`config.mk`:
```
export PLATFORM = sky130hd
export DESIGN_NAME = tx_fifo
export DESIGN_NICKNAME = d
export VERILOG_FILES = /design/src/rtl/tx_fifo.sv
export SDC_FILE = /design/constraint.sdc
export NUM_CORES = 1
export LEC_CHECK = 0
export CELL_PAD_IN_SITES_DETAIL_PLACEMENT = 1
export CELL_PAD_IN_SITES_GLOBAL_PLACEMENT = 2
export CORE_ASPECT_RATIO = 0.6
export CORE_MARGIN = 10
export CORE_UTILIZATION = 37
export CTS_CLUSTER_DIAMETER = 80
export CTS_CLUSTER_SIZE = 16
export DETAILED_ROUTE_END_ITERATION = 7
export GPL_ROUTABILITY_DRIVEN = 0
export PLACE_DENSITY = 0.78
export RECOVER_POWER = 25
export SKIP_CTS_REPAIR_TIMING = 1
export SYNTH_ARGS = -nofsm -noshare
export SYNTH_HDL_FRONTEND = slang
export SYNTH_SLANG_ARGS = --single-unit
export TNS_END_PERCENT = 50
```
`constraint.sdc`:
```
create_clock -name clk -period 11.18 [get_ports clk]
set_input_delay 2.236 -clock clk [delete_from_list [all_inputs] [get_ports clk]]
set_output_delay 2.236 -clock clk [all_outputs]
set_load 0.005 [all_outputs]
```
`src/rtl/tx_fifo.sv`:
```
// Transmit block FIFO: 128-bit blocks in, 32-bit words out, MSW first.
// Define TX_FIFO_COUNT_EN to expose the block count as block_count.
module tx_fifo #(
  parameter int DEPTH = 3
) (
  input  logic         clk,
  input  logic         rst,
  input  logic [127:0] tx_fifo_in,
  input  logic         tx_enq,
  input  logic         tx_deq_word,
  input  logic         fix_error,
  output logic [31:0]  HRDATA,
  output logic         full,
  output logic         empty,
  output logic         framing_error
`ifdef TX_FIFO_COUNT_EN
  ,
  output logic [1:0]   block_count
`endif
);

  localparam logic [2:0] CNT_MAX  = 3'(DEPTH);
  localparam logic [1:0] PTR_LAST = 2'(DEPTH - 1);

  logic [127:0] mem [DEPTH];
  logic [1:0]   rptr;
  logic [1:0]   wptr;
  logic [1:0]   widx;
  logic [2:0]   cnt;

  logic         has;
  logic         fix;
  logic         deq;
  logic         pop;
  logic         enq;
  logic [127:0] head;

  function automatic logic [1:0] nxt(
    input logic [1:0] p
  );
    return (p == PTR_LAST) ? 2'd0 : p + 2'd1;
  endfunction

  // fix_error wins over a word dequeue in the same cycle
  always_comb begin
    has = (cnt != 3'd0);
    fix = fix_error && (widx != 2'd0);
    deq = tx_deq_word && has && !fix;
    pop = fix || (deq && (widx == 2'd3));
    enq = tx_enq && ((cnt < CNT_MAX) || pop);
  end

  always_ff @(posedge clk or posedge rst) begin
    if (rst) begin
      rptr <= 2'd0;
      wptr <= 2'd0;
      widx <= 2'd0;
      cnt  <= 3'd0;
    end else begin
      if (enq)
        wptr <= nxt(wptr);
      if (pop)
        rptr <= nxt(rptr);
      if (pop)
        widx <= 2'd0;
      else if (deq)
        widx <= widx + 2'd1;
      unique case ({enq, pop})
        2'b10:   cnt <= cnt + 3'd1;
        2'b01:   cnt <= cnt - 3'd1;
        default: cnt <= cnt;
      endcase
    end
  end

  always_ff @(posedge clk) begin
    if (enq)
      mem[wptr] <= tx_fifo_in;
  end

  always_comb begin
    head   = mem[rptr];
    HRDATA = 32'd0;
    if (has) begin
      unique case (widx)
        2'd0: HRDATA = head[127:96];
        2'd1: HRDATA = head[95:64];
        2'd2: HRDATA = head[63:32];
        2'd3: HRDATA = head[31:0];
      endcase
    end
  end

  assign full          = (cnt == CNT_MAX);
  assign empty         = !has;
  assign framing_error = (widx != 2'd0);

`ifdef TX_FIFO_COUNT_EN
  assign block_count = cnt[1:0];
`endif

endmodule

```
# After elaboration in Yosys (flattened, before gate mapping)
# Memory sizes are Yosys's and may differ from the RTL's.
# Index checks and enable logic that the tools add are counted.
# op_classes
addsub,5
n_lt_le_gt_ge,1
n_eq_ne,8
muxes,9
reduce_logical,14
# op_table
operator,n
32-bit case mux with 4 select lines,1
32-bit two-way mux,1
2-bit equality test (second input constant),5
2-bit two-way mux,4
2-bit by 1-bit adder with 2-bit output (second input constant),3
3-bit case mux with 2 select lines,1
2-bit nonzero test,3
1-bit logical AND,5
2-bit by 1-bit equality test with 1-bit output (second input constant),2
3-bit by 1-bit adder with 3-bit output (second input constant),1
3-bit by 2-bit equality test with 1-bit output (second input constant),1
3-bit by 2-bit less-than comparator with 1-bit output (second input constant),1
3-bit nonzero test,1
3-bit by 1-bit subtractor with 3-bit output (second input constant),1
1-bit logical NOT,2
2-bit logical NOT,1
1-bit logical OR,2
1-bit two-way mux,2
# totals
regBits,9
ram_bits,384
in_bits,133
output_inout_bits,35
elab_cells,42
n_memories,1
# mem_list
memory,words,width,rd,rd_ports_with_merged_regs,write_ports,line,rtl
mem,3,128,1,0,1,25,logic [127:0] mem [DEPTH];

# Depth between registers and ports, before layout
# depth
word_depth,10
ltp_mapped,10
ltp_nobuf,9

# Worst setup path before layout
# OpenSTA, ideal clock, no wires.
# synth_timing
path_type,input port to flip-flop
startpoint,input port fix_error
endpoint,memory mem[1][0] (enable)
setup_ps,801
arrival_time_ps,12103
required_ps,10379
path_slack_ps,-1724
path_stages,3
path_buffers,0
path_cell_list,nor2b_1 -> o31ai_2 -> nor3b_1
# synth_between
elab_chain_len,9
# synth_lines
item,line,rtl
"start, declared",11,"input logic fix_error,"
1-bit logical AND (*),47,fix = fix_error && (widx != 2'd0);
1-bit logical NOT,48,deq = tx_deq_word && has && !fix;
1-bit logical AND,48,
1-bit logical AND,49,pop = fix || (deq && (widx == 2'd3));
1-bit logical OR (*),49,
1-bit logical OR (*),50,enq = tx_enq && ((cnt < CNT_MAX) || pop);
1-bit logical AND (*),50,
1-bit two-way mux (*),77,if (enq)
1-bit two-way mux (implied by the code) (*),78,mem[wptr] <= tx_fifo_in;
"end, declared",25,
# Mark *: on every way between the ends. The rest lies on a longest branch, timed or not.

# Worst setup path in the final report
# layout_timing
startpoint,register rptr[1]
endpoint,output port HRDATA[0]
# layout_between
elab_chain_len,3
# layout_lines
item,line,rtl
"start, declared",26,logic [1:0] rptr;
"start signal, assigned",63,rptr <= nxt(rptr);
memory read 3 x 128 bit,-,
32-bit case mux with 4 select lines,85,unique case (widx)
32-bit two-way mux,84,if (has) begin
"end, declared",12,"output logic [31:0] HRDATA,"
# No other way between the ends.

==> summary.md <==
| Metric | Value |
|---|---|
| Outcome | finished, final reports clean |
| CP max FO | 104 |
| Arrival time worst endpoint | 4.26 ns |
| Worst reg2reg startpoint | widx[0] |
| Synth Net Count | 1119 |
| Endpoint class of the critical path | output pin |
| Post-Syn Area | 15600 µm² |
| Fin crit share | 58.1% |
| Largest net degree at the start of global routing | 105 |
| Clock Sinks | 393 |
| DRC | 0 |
| Final net count | 1268 |
| Top-level I/O count | 168 |
| CTS Buffer Depth | 3 |
| Primary FF master, synth | edfxtp_1 |
| Slew @ Worst Pin | 1.07 ns |
| WHS Endpoint | widx[1] |
| Total number of H-tree levels | 1 |
| CTS tree | yes |
| RR Endpoint | mem[1][80] |
| Synth Instances | 981 |
| Initial DRC count | 647 |
| Overflow after GRT | 0 |
| Worst r2r path cells | 8 |
| Async set-reset flop share out of synthesis | 2.29% |
| Worst slew margin | 28.5% |
| Initial antenna violation count | 14 |
| Share of cells above drive strength 1 | 10.8% |
| Post-layout util | 44.6% |
| Site Rows | 58 |
| Worst Hold Launch | widx[1] |
| Port bufs | 167 |
| Total power | 4340 µW |
| Die W | 285 µm |
| Leakage | 0.00609 µW |
| Fin crit period | 6.50 ns |
| Pwr dens | 233 nW/µm² |
| CORE AREA | 41800 µm² |
| Max capacitance violation total | 0 |
| Clock Latency Late Sink | 0.56 ns |
| Crit Path Category | register to output pin |
| Post-route ant nets | 0 |
| Drt via density | 5.03 |
| Global-route usage over all layers | 14.6% |
| Seq cells post-synth | 393 |
| Worst IR drop on VDD | 0.000161 V |
| CP Launch Type | register |
| Fillcell total | 4110 |
| Flop2flop setup slack | 7.02 ns |
| Number of synthesized flops with an enable pin | 384 |
| Clock slew at reported path FFs | 0.08 ns |
| Final setup fails | 0 |
| First drt pass iteration count | 5 |
| Starting Density | 37.4% |
| Placed cell count | 1670 |
| WHS Path Cells | 2 |
| Unrepaired setup endpoints after global routing | no |
| Ys Warns | 0 |
| Sequential element share of the synthesized area | 75.2% |
| Layout area overhead | 19.3% |
| Die Y | 179 µm |
| Vias | 8649 |
| Max Clock Freq | 0.154 GHz |
| Die area | 51200 µm² |
| Count of cell types in the netlist | 34 |
| First-pass GRT wire length | 57200 µm |
| DRT Wirelength | 38100 µm |
| Routed wire per std cell | 22.2 µm |
| Worst hold path type | register to register |
| Worst EP required | 8.94 ns |
| Clock Skews | 0.0128 ns |
| Final Non-Filler Cells | 1718 |
| CTS root buf | clkbuf_16 |
| Vias in the first global route | 9294 |
| TritonCTS Buffers | 28 |
| Final Hold Fails | 0 |
| Max Slew Vio Count | 0 |
| Hpwl dp | 22600 µm |
| Syn_area_per_cell | 15.9 µm² |
## registers in the layout, summed over array words and instances, names as in the netlist
signal,count
mem,384
cnt,3
rptr,2
widx,2
wptr,2
## metal layers
metal | global-route usage [%] | vias up | part of all wire (%)
li1 | - | 4042 | -
met1 | 19.0 | 4392 | 46
met2 | 24.8 | 160 | 48
met3 | 3.32 | 51 | 4.5
met4 | 2.82 | 4 | 1.6
met5 | 0 | - | 0.071
## synthesized netlist by cell type, drive strengths merged, types with 2 or more instances
cell type  number  area, µm²
buf            25        168
dfrtp           9        225
a21oi          68        352
clkbuf         36        143
a21o            2       15.0
nor3b           2       15.0
o21ai         129        646
inv             9       33.8
edfxtp        384      11500
ha              4       50.1
mux2           65        732
nor2            2       7.51
nand2         102        383
mux2i          98        981
a22oi          32        240
or3             2       12.5
## power breakdown
part           internal (µW)  total, µW  switching, µW
clock network            474        947            474
registers               1850       1980            127
logic                    633       1410            777
total                   2960       4340           1380
## how the worst max path moves through the flow
stage                     startpoint    endpoint  cells past startpoint
final                        rptr[1]   HRDATA[0]                      7
after global placement       rptr[1]  HRDATA[19]                      6
after CTS                    rptr[1]  HRDATA[19]                      6
after global routing         rptr[1]  HRDATA[19]                      7
after detailed placement     rptr[1]  HRDATA[19]                      6
after floorplan            fix_error   mem[0][0]                      3
## per-stage QoR
stage | hold slack [ns] | cell area, µm² | TNS [ns] | setup slack (ns)
floorplan | 0.505 | 15600 | -135.68 | -1.06
global placement | 0.580 | 17900 | 0 | 5.27
detailed placement | 0.588 | 17900 | 0 | 5.25
CTS | 0.606 | 18600 | 0 | 4.60
global route | 0.636 | 18600 | 0 | 4.31
finish | 0.600 | 18700 | 0 | 4.68
## cell type report
type	count	area [µm²]	area share [%]
Antenna cell	6	15.0	0.0805
Clock buffer	41	771	4.13
Tap cell	570	713	3.82
Timing Repair Buffer	180	1770	9.49
Multi-Input combinational cell	518	3580	19.2
Clock inverter	1	8.76	0.0470
Inverter	9	33.8	0.181
Sequential cell	393	11800	63.1
## placed cells by master, fill, tap and decap left out, drive strengths merged, types with 2 or more instances in the layout
| cell | netlist | final |
|---|---|---|
| buf | 25 | 13 |
| ha | 4 | 4 |
| nor2 | 2 | 2 |
| a21oi | 68 | 68 |
| diode | 0 | 6 |
| clkbuf | 36 | 41 |
| or3 | 2 | 2 |
| mux2 | 65 | 65 |
| inv | 9 | 10 |
| dfrtp | 9 | 9 |
| clkdlybuf4s50 | 0 | 99 |
| mux2i | 98 | 98 |
| a21o | 2 | 2 |
| a22oi | 32 | 32 |
| edfxtp | 384 | 384 |
| o21ai | 129 | 129 |
| dlygate4sd3 | 0 | 68 |
| nor3b | 2 | 2 |
| nand2 | 102 | 102 |
## logic make-up (layout without fill, tap and decap cells)
family,Yosys count,count (layout),synth area share [%]
flip-flops,393,393,75.2
AO/OA/AOI/OAI,235,235,8.24
multiplexers,163,163,11.0
AND/OR/NAND/NOR,114,114,2.93
buffers and inverters,70,231,2.20
adder cells (fa/ha/maj),5,5,0.448
XOR/XNOR,1,1,0.0560
other,0,6,0
## worst max-delay path, stage by stage (launching register included)
cell and delay (ns):
dfrtp_4 0.73, buf_4 0.71, buf_4 0.89, nand2_1 0.10
o21ai_0 0.12, a22oi_1 0.16, a21oi_1 0.29, clkdlybuf4s50_1 0.57
(Power assumes the default switching activity.)
